### src/rtl/ide_io_sequencer.sv
// IO-controller side sequencer for the IDE task-file / sector-buffer block.
// Turns strobed host commands into task-file transfers, sector streaming and ack cycles.
module ide_io_sequencer #(
   parameter int SECTOR_BYTES = 512,
   parameter int TF_REGS      = 8
) (
   input  logic       clk,
   input  logic       reset,
   input  logic [2:0] host_cmd,
   input  logic       host_cmd_stb,
   input  logic       host_err,
   output logic       host_busy,
   output logic       host_irq,
   output logic [7:0] tx_data,
   output logic       tx_valid,
   input  logic       tx_ready,
   input  logic [7:0] rx_data,
   input  logic       rx_valid,
   output logic       rx_ready,
   input  logic       ide_req,
   output logic       ide_ack,
   output logic       ide_err,
   output logic [2:0] ide_reg_o_adr,
   input  logic [7:0] ide_reg_o,
   output logic       ide_reg_we,
   output logic [2:0] ide_reg_i_adr,
   output logic [7:0] ide_reg_i,
   output logic [8:0] ide_data_addr,
   input  logic [7:0] ide_data_o,
   output logic [7:0] ide_data_i,
   output logic       ide_data_rd,
   output logic       ide_data_we
);

   localparam logic [8:0] LAST_PTR = 9'(SECTOR_BYTES - 1);
   localparam logic [2:0] LAST_IDX = 3'(TF_REGS - 1);

   localparam logic [2:0] CMD_GET_TF    = 3'd1;
   localparam logic [2:0] CMD_PUT_TF    = 3'd2;
   localparam logic [2:0] CMD_FILL_BUF  = 3'd3;
   localparam logic [2:0] CMD_DRAIN_BUF = 3'd4;
   localparam logic [2:0] CMD_ACK       = 3'd5;

   typedef enum logic [2:0] {
      S_IDLE,
      S_TF_OUT,
      S_TF_IN,
      S_FILL,
      S_DRAIN_RD,
      S_DRAIN_WAIT,
      S_DRAIN_OUT,
      S_ACK
   } state_t;

   state_t     state;
   state_t     state_nxt;
   logic [2:0] idx;
   logic [8:0] ptr;
   logic       req_d;
   logic       req_rise;

   logic       idx_clr;
   logic       idx_inc;
   logic       ptr_clr;
   logic       ptr_inc;
   logic       tx_load_tf;
   logic       tx_load_buf;
   logic       tx_clr;
   logic       irq_clr;
   logic       err_load;

   // Terminal-count tests: transfers stop on the last index instead of wrapping.
   function automatic logic last_idx(input logic [2:0] i);
      return (i == LAST_IDX);
   endfunction

   function automatic logic last_ptr(input logic [8:0] p);
      return (p == LAST_PTR);
   endfunction

   assign req_rise = ide_req & ~req_d;

   always_comb begin
      state_nxt     = state;
      idx_clr       = 1'b0;
      idx_inc       = 1'b0;
      ptr_clr       = 1'b0;
      ptr_inc       = 1'b0;
      tx_load_tf    = 1'b0;
      tx_load_buf   = 1'b0;
      tx_clr        = 1'b0;
      irq_clr       = 1'b0;
      err_load      = 1'b0;
      host_busy     = (state != S_IDLE);
      rx_ready      = 1'b0;
      ide_ack       = 1'b0;
      ide_reg_o_adr = 3'd0;
      ide_reg_we    = 1'b0;
      ide_reg_i_adr = 3'd0;
      ide_reg_i     = 8'd0;
      ide_data_addr = 9'd0;
      ide_data_i    = 8'd0;
      ide_data_rd   = 1'b0;
      ide_data_we   = 1'b0;

      case (state)
         S_IDLE: begin
            if (host_cmd_stb) begin
               case (host_cmd)
                  CMD_GET_TF: begin
                     state_nxt = S_TF_OUT;
                     idx_clr   = 1'b1;
                     irq_clr   = 1'b1;
                  end
                  CMD_PUT_TF: begin
                     state_nxt = S_TF_IN;
                     idx_clr   = 1'b1;
                  end
                  CMD_FILL_BUF: begin
                     state_nxt = S_FILL;
                     ptr_clr   = 1'b1;
                  end
                  CMD_DRAIN_BUF: begin
                     state_nxt = S_DRAIN_RD;
                     ptr_clr   = 1'b1;
                  end
                  CMD_ACK: begin
                     state_nxt = S_ACK;
                     err_load  = 1'b1;
                  end
                  default: ;
               endcase
            end
         end

         // Byte is captured once when tx_valid rises, then held until the host takes it.
         S_TF_OUT: begin
            ide_reg_o_adr = idx;
            if (!tx_valid) begin
               tx_load_tf = 1'b1;
            end else if (tx_ready) begin
               tx_clr = 1'b1;
               if (last_idx(idx)) state_nxt = S_IDLE;
               else               idx_inc   = 1'b1;
            end
         end

         S_TF_IN: begin
            rx_ready      = 1'b1;
            ide_reg_i_adr = idx;
            if (rx_valid) begin
               ide_reg_we = 1'b1;
               ide_reg_i  = rx_data;
               if (last_idx(idx)) state_nxt = S_IDLE;
               else               idx_inc   = 1'b1;
            end
         end

         S_FILL: begin
            rx_ready      = 1'b1;
            ide_data_addr = ptr;
            if (rx_valid) begin
               ide_data_we = 1'b1;
               ide_data_i  = rx_data;
               if (last_ptr(ptr)) state_nxt = S_IDLE;
               else               ptr_inc   = 1'b1;
            end
         end

         S_DRAIN_RD: begin
            ide_data_addr = ptr;
            ide_data_rd   = 1'b1;
            state_nxt     = S_DRAIN_WAIT;
         end

         // Buffer read data is valid one clock after the read strobe.
         S_DRAIN_WAIT: begin
            ide_data_addr = ptr;
            tx_load_buf   = 1'b1;
            state_nxt     = S_DRAIN_OUT;
         end

         S_DRAIN_OUT: begin
            ide_data_addr = ptr;
            if (tx_ready) begin
               tx_clr = 1'b1;
               if (last_ptr(ptr)) begin
                  state_nxt = S_IDLE;
               end else begin
                  ptr_inc   = 1'b1;
                  state_nxt = S_DRAIN_RD;
               end
            end
         end

         S_ACK: begin
            ide_ack   = 1'b1;
            state_nxt = S_IDLE;
         end

         default: state_nxt = S_IDLE;
      endcase
   end

   always_ff @(posedge clk or posedge reset) begin
      if (reset) begin
         state    <= S_IDLE;
         idx      <= 3'd0;
         ptr      <= 9'd0;
         tx_data  <= 8'd0;
         tx_valid <= 1'b0;
         req_d    <= 1'b0;
         host_irq <= 1'b0;
         ide_err  <= 1'b0;
      end else begin
         state <= state_nxt;
         req_d <= ide_req;

         if (idx_clr)      idx <= 3'd0;
         else if (idx_inc) idx <= idx + 3'd1;

         if (ptr_clr)      ptr <= 9'd0;
         else if (ptr_inc) ptr <= ptr + 9'd1;

         if (tx_load_tf) begin
            tx_data  <= ide_reg_o;
            tx_valid <= 1'b1;
         end else if (tx_load_buf) begin
            tx_data  <= ide_data_o;
            tx_valid <= 1'b1;
         end else if (tx_clr) begin
            tx_valid <= 1'b0;
         end

         // A new request edge wins over a simultaneous GET_TF clear.
         if (req_rise)     host_irq <= 1'b1;
         else if (irq_clr) host_irq <= 1'b0;

         if (err_load) ide_err <= host_err;
      end
   end

endmodule

### config.mk
export PLATFORM = sky130hd
export DESIGN_NAME = ide_io_sequencer
export DESIGN_NICKNAME = d
export VERILOG_FILES = /design/src/rtl/ide_io_sequencer.sv
export SDC_FILE = /design/constraint.sdc
export NUM_CORES = 1
export LEC_CHECK = 0
export CAP_MARGIN = 30
export CORE_MARGIN = 5
export CORE_UTILIZATION = 38
export CTS_CLUSTER_DIAMETER = 150
export DETAILED_ROUTE_END_ITERATION = 8
export GPL_ROUTABILITY_DRIVEN = 0
export PLACE_DENSITY_LB_ADDON = 0.3
export SLEW_MARGIN = 30
export SYNTH_ARGS = -nofsm -noshare
export SYNTH_HDL_FRONTEND = slang
export SYNTH_SLANG_ARGS = --single-unit
### constraint.sdc
create_clock -name clk -period 1.97 [get_ports clk]
set_input_delay 0.394 -clock clk [delete_from_list [all_inputs] [get_ports clk]]
set_output_delay 0.394 -clock clk [all_outputs]
set_load 0.05 [all_outputs]
==> qor.csv, run 1 <==
metric,value,unit
dieArea,6320,um2
area_growth,86.2,%
grt-ovfl-total,0,
hp-class,reg -> reg,
multi_input_area,1250,um2
fin_skew,2.79,ps
crit_chain,ha_2 > nand2_1 > nor2_2 > ha_2 > nand2b_4 > a21o_4 > or4_4 > a21oi_2,
tns,0,ps
use_met3,3.95,%
die_h,79.5,um
fin_total_pwr,3.80,mW
io-pin-count,82,
busiest_layer,met2,
cap_violations,0,
drc,0,
numPortBuffers,81,
p_per_area,1110,nW/um2
ir_drop,0.863,mV
initial_core_util,38.9,%
fmax,516,MHz
wirelength,5410,um
vias_per_cell,4.90,
use_met1,19.8,%
mappedNetlistArea,1840,um2
worst-setup-path-type,reg -> reg,
placed_cells,380,
avgSynthCellArea,8.75,um2
synth_top_area_share,36.8,%
grt_pass1_vias,1879,
cts_root_buf,clkbuf_8,
drtIter0Drc,128,
vias,1900,
grt_pass1_wl,8670,um
final_cell_mix,"clkdlybuf4s50_1 (43), buf_4 (43), buf_12 (28)",
setup_violations,0,
holdBufCountCts,0,
fin_util,72.4,%
status,"finished, final reports clean",
finalNonFillerCells,388,
rsz0062_at_grt,yes,
core,4720,um2
p_leak,1.52,nW
synth-main-ff-cell,dfrtp_1,
grt.met2_usage,30.6,%
cpPeakStageDelay,510,ps
cpMostUsedCell,ha_2,
clockBufferDepth,2,
clk_latency,270,ps
yosysTopAreaCell,dfrtp_1,
cp-end-kind,flip-flop,
setup.worst_path.start_class,flip-flop,
critPathArrivalTime,2150,ps
synth_nets,250,
numCtsBuffers,3,
drive_gt1_share,38.6,%
die_w,79.5,um
nNetsFinal,362,
grt_max_degree,28,
synth_area_leaders,"dfrtp_1 (37%), and2_1 (7.5%), mux2i_1 (5.4%)",
drt_pass1_iterations,4,
clock-sinks,27,
drtAntennaViolNets,0,
ff_latch_area,676,um2
postSynthCellCount,210,
slew_viol_final,0,
cts_tree,done,
ys_seq_elements,27,
track_usage,17.0,%
finalCriticalPeriod,1940,ps
rows,25,
wl_per_cell,13.9,um
yosysUniqueCellTypes,45,
fin_crit_sh,98.5,%
antennaDiodeCount,0,
synth-edff-count,0,
yosys_warnings,0,
cp.required,2180,ps
htreeDepth,1,
final_hold_viol_count,0,
antenna_found_initial,0,
critPathMaxFanout,6,
r2r_cells,8,
slowest_stage,or4_4,
place.detailed.hpwl,4130,um
hold_depth,1,
tightest_slew,524,ps
async_flop_share,100,%
seq_area_frac_synth,36.8,%
clk_transition_reported_paths,90,ps
slew_headroom,64.2,%
n_fill_cell,341,
-- kinds of logic after synthesis --
family	after synthesis	synth area share (%)
flip-flops	27	36.8
XOR/XNOR	8	3.81
AO/OA/AOI/OAI	39	13.3
adder cells (fa/ha/maj)	6	4.09
multiplexers	12	6.68
buffers and inverters	18	4.50
AND/OR/NAND/NOR	100	30.9
-- repair_timing --
action | CTS | global route
pin swaps | 4 | 8
gates resized for setup | 6 | 29
gates cloned | 0 | 1
endpoints found under the setup margin | 34 | 38
buffers inserted | 1 | 2
-- per-stage QoR --
stage                     area (um2)  hold WS [ps]  setup WS, ps
after floorplan                 1880           400          -167
after global placement          3220           411         -54.7
after detailed placement        3220           440          -105
after CTS                       3290           452         -12.0
after global routing            3420           496         -59.7
final                           3420           439          30.5
-- flip-flops by register name (all words and copies together), names as in the netlist --
name,count
host_irq,1
ide_err,1
idx,3
ptr,9
req_d,1
state,3
tx_data,8
tx_valid,1
-- worst max-delay path, delay by kind of cell, from the launching register on --
family / cells / cell delay, ps
AOI/OAI and AO/OA: 2 / 340
adders and majority gates: 2 / 350
DFF: 1 / 400
and+or+nand+nor: 4 / 770
-- path summary, 6_finish.rpt --
check	startpoint	to	slack [ps]
max	ptr[0]$_DFFE_PP0P_	ptr[7]$_DFFE_PP0P_	30
min	req_d$_DFF_PP0_	host_irq$_DFFE_PP0P_	440
max reg2reg	ptr[0]$_DFFE_PP0P_	ptr[7]$_DFFE_PP0P_	30
min reg2reg	req_d$_DFF_PP0_	host_irq$_DFFE_PP0P_	440
max in group asynchronous	reset	state[0]$_DFFE_PP0P_	1230
min in group asynchronous	reset	tx_data[1]$_DFFE_PP0P_	480
-- layout make-up --
type                       count  area share [%]
timing repair buffer         115            38.7
multi-input combinational    166            36.7
sequential                    27            19.8
tap                           67            2.45
clock buffer                   4            1.32
inverter                       9            1.06
-- cells in the mapped netlist (2+ instances only) --
| master | number |
|---|---|
| nor3_1 | 4 |
| a211oi_1 | 3 |
| xor2_1 | 2 |
| dfrtp_1 | 27 |
| o31ai_1 | 2 |
| nand2_1 | 18 |
| nand3b_1 | 2 |
| o21ai_0 | 12 |
| inv_1 | 9 |
| buf_2 | 6 |
| mux2_2 | 2 |
| and2_1 | 22 |
| or4_1 | 2 |
| ha_1 | 6 |
| nand3_1 | 7 |
| mux2i_1 | 10 |
| o21ai_1 | 2 |
| nor2_1 | 18 |
| nand2b_1 | 4 |
| a21oi_1 | 9 |
| clkbuf_1 | 2 |
| nand3b_4 | 2 |
| nor3b_1 | 2 |
| xnor2_1 | 6 |
| nor2b_1 | 11 |
-- per-layer routing --
| metal | part of all wire [%] | wire (um) | up-vias |
|---|---|---|---|
| met1 | 41 | 2240 | 877 |
| met4 | 1.1 | 61 | 0 |
| met5 | 0 | 0 | - |
| met2 | 50 | 2720 | 69 |
| met3 | 7.2 | 392 | 4 |
| li1 | - | - | 950 |
-- power by group --
part / switching (mW) / leakage [nW] / internal (mW)
combinational: 1.49 / 1.15 / 1.13
sequential: 0.135 / 0.345 / 0.727
clock: 0.173 / 0.0228 / 0.145
total: 1.79 / 1.52 / 2.00
No activity file was read; power rests on OpenSTA's default activity.
==> inputs of run 2 (changes only) <==
--- a/config.mk
+++ b/config.mk
@@ -8,10 +8,10 @@
 export CAP_MARGIN = 30
 export CORE_MARGIN = 5
 export CORE_UTILIZATION = 38
-export CTS_CLUSTER_DIAMETER = 150
 export DETAILED_ROUTE_END_ITERATION = 8
 export GPL_ROUTABILITY_DRIVEN = 0
 export PLACE_DENSITY_LB_ADDON = 0.3
+export REMOVE_ABC_BUFFERS = 1
 export SLEW_MARGIN = 30
 export SYNTH_ARGS = -nofsm -noshare
 export SYNTH_HDL_FRONTEND = slang
==> run 2 against run 1 <==
  * Fmax shrank 1.2%
  * Power grew 3.7%
  * Largest power group unchanged
  * Final area grew 2.7%
  * Global-route usage shrank 0.071 points
  * Combinational power grew 5%
==> qor.csv, run 2 (synthesis gave the netlist of run 1 again) <==
metric,value,unit
placed_cells,379,
drtAntennaViolNets,0,
cp-end-kind,flip-flop,
critPathArrivalTime,2180,ps
die_w,79.5,um
clock-sinks,27,
hp-class,reg -> reg,
wl_per_cell,14.3,um
vias_per_cell,4.95,
finalNonFillerCells,402,
final_common_cell,buf_4,
core,4720,um2
largest_reg_flops,9,
busiest_layer,met2,
clk_latency,280,ps
grt-ovfl-total,0,
setup.worst_path.start_class,flip-flop,
use_met3,3.50,%
rrSetupSlack,7,ps
antenna_found_initial,0,
cp.required,2190,ps
cap_violations,0,
track_usage,17.0,%
fin_skew,2.18,ps
reg_top3,"ptr x9, tx_data x8",
tns,0,ps
grt_pass1_vias,1864,
initial_core_util,38.9,%
antennaDiodeCount,0,
cts_tree,done,
p_leak,1.59,nW
whs,445,ps
place.detailed.hpwl,4040,um
fmax,509,MHz
tightest_slew,513,ps
clockBufferDepth,2,
critPathMaxFanout,5,
slew_headroom,65.7,%
die_h,79.5,um
cts_root_buf,clkbuf_8,
numCtsBuffers,3,
fin_total_pwr,3.94,mW
holdCritStartpoint,req_d$_DFF_PP0_,
p_per_area,1120,nW/um2
rsz0062_at_grt,yes,
dieArea,6320,um2
nNetsFinal,376,
top_register,ptr,
crit-reg2reg-launch,ptr[5]$_DFFE_PP0P_,
hold_depth,1,
min_to,host_irq$_DFFE_PP0P_,
final_hold_viol_count,0,
drc,0,
drtIter0Drc,66,
ir_drop,0.732,mV
fin_crit_sh,99.6,%
r2r_cells,8,
drt_pass1_iterations,4,
worst-setup-path-type,reg -> reg,
rr_endpoint,ptr[5]$_DFFE_PP0P_,
grt.met2_usage,30.2,%
clk_transition_reported_paths,100,ps
vias,1990,
finalCriticalPeriod,1960,ps
numPortBuffers,81,
grt_max_degree,28,
slew_viol_final,0,
n_fill_cell,335,
rows,25,
area_growth,91.3,%
use_met1,20.6,%
htreeDepth,1,
grt_pass1_wl,8680,um
drive_gt1_share,37.9,%
final_cell_mix,"buf_4 (55), clkdlybuf4s50_1 (42), buf_12 (28)",
status,"finished, final reports clean",
setup_violations,0,
wirelength,5750,um
io-pin-count,82,
==> run 2: cell types whose count changed in the layout (fill, tap and decap cells not counted), sizes merged <==
cell,before,now
nor2,19,18
clkdlybuf4s50,43,42
buf,72,87
clkbuf,4,3
clkinvlp,0,1
dlygate4sd2,0,1
==> run 2: what timing repair did <==
action,in CTS,in global routing
gates cloned,0,1
gates resized for setup,9,34
pin swaps,3,9
endpoints found under the setup margin,32,41
hold buffers,0,0
buffers inserted,2,16
==> run 2: worst max path at each step <==
stage	cells past startpoint	start	slack [ps]	endpoint
6_report	8	ptr[5]$_DFFE_PP0P_	7	ptr[5]$_DFFE_PP0P_
5_1_grt	8	ptr[5]$_DFFE_PP0P_	-80	ptr[5]$_DFFE_PP0P_
4_1_cts	8	ptr[0]$_DFFE_PP0P_	6	ptr[3]$_DFFE_PP0P_
3_5_place_dp	7	host_cmd[2]	-90	state[1]$_DFFE_PP0P_
3_3_place_gp	5	tx_ready	-50	ptr[7]$_DFFE_PP0P_
2_1_floorplan	4	state[2]$_DFFE_PP0P_	-570	ide_data_i[0]
==> run 2: through the flow <==
stage / utilization (%) / area [um2] / setup slack, ps
final: 74.4 / 3510 / 6.96
after floorplan: - / 1790 / -575
after detailed placement: 66.7 / 3150 / -88.8
after global placement: 66.7 / 3150 / -53.3
after CTS: 68.8 / 3250 / 6.24
after global routing: 74.4 / 3510 / -75.4
==> run 2: cell type report <==
type | instances | area, um2 | share of cell area (%)
repair buffers | 130 | 1440 | 41.0
multi-input cells | 165 | 1230 | 34.9
flip-flops and latches | 27 | 677 | 19.3
well taps | 67 | 83.8 | 2.39
clock buffers | 3 | 41.3 | 1.18
inverters | 9 | 36.3 | 1.03
clock inverters | 1 | 7.51 | 0.214
==> run 2: routing by layer <==
metal | wire, um | vias up
li1 | - | 980
met1 | 2290 | 941
met2 | 3050 | 61
met3 | 359 | 8
met4 | 55 | 0
met5 | 0 | -
==> run 2: worst max-delay path, cell delays in order (launching register included) <==
cell,delay [ps]
dfrtp_1,400
nand4_1,150
or2_4,160
nor2_4,40
ha_4,150
nand2b_4,140
a21o_4,200
or4_4,530
a21oi_2,120
==> run 2: power breakdown <==
| part | switching [mW] | internal (mW) | total, mW | leakage (nW) |
|---|---|---|---|---|
| registers | 0.131 | 0.729 | 0.859 | 0.344 |
| clock network | 0.192 | 0.144 | 0.336 | 0.0217 |
| logic | 1.51 | 1.24 | 2.75 | 1.23 |
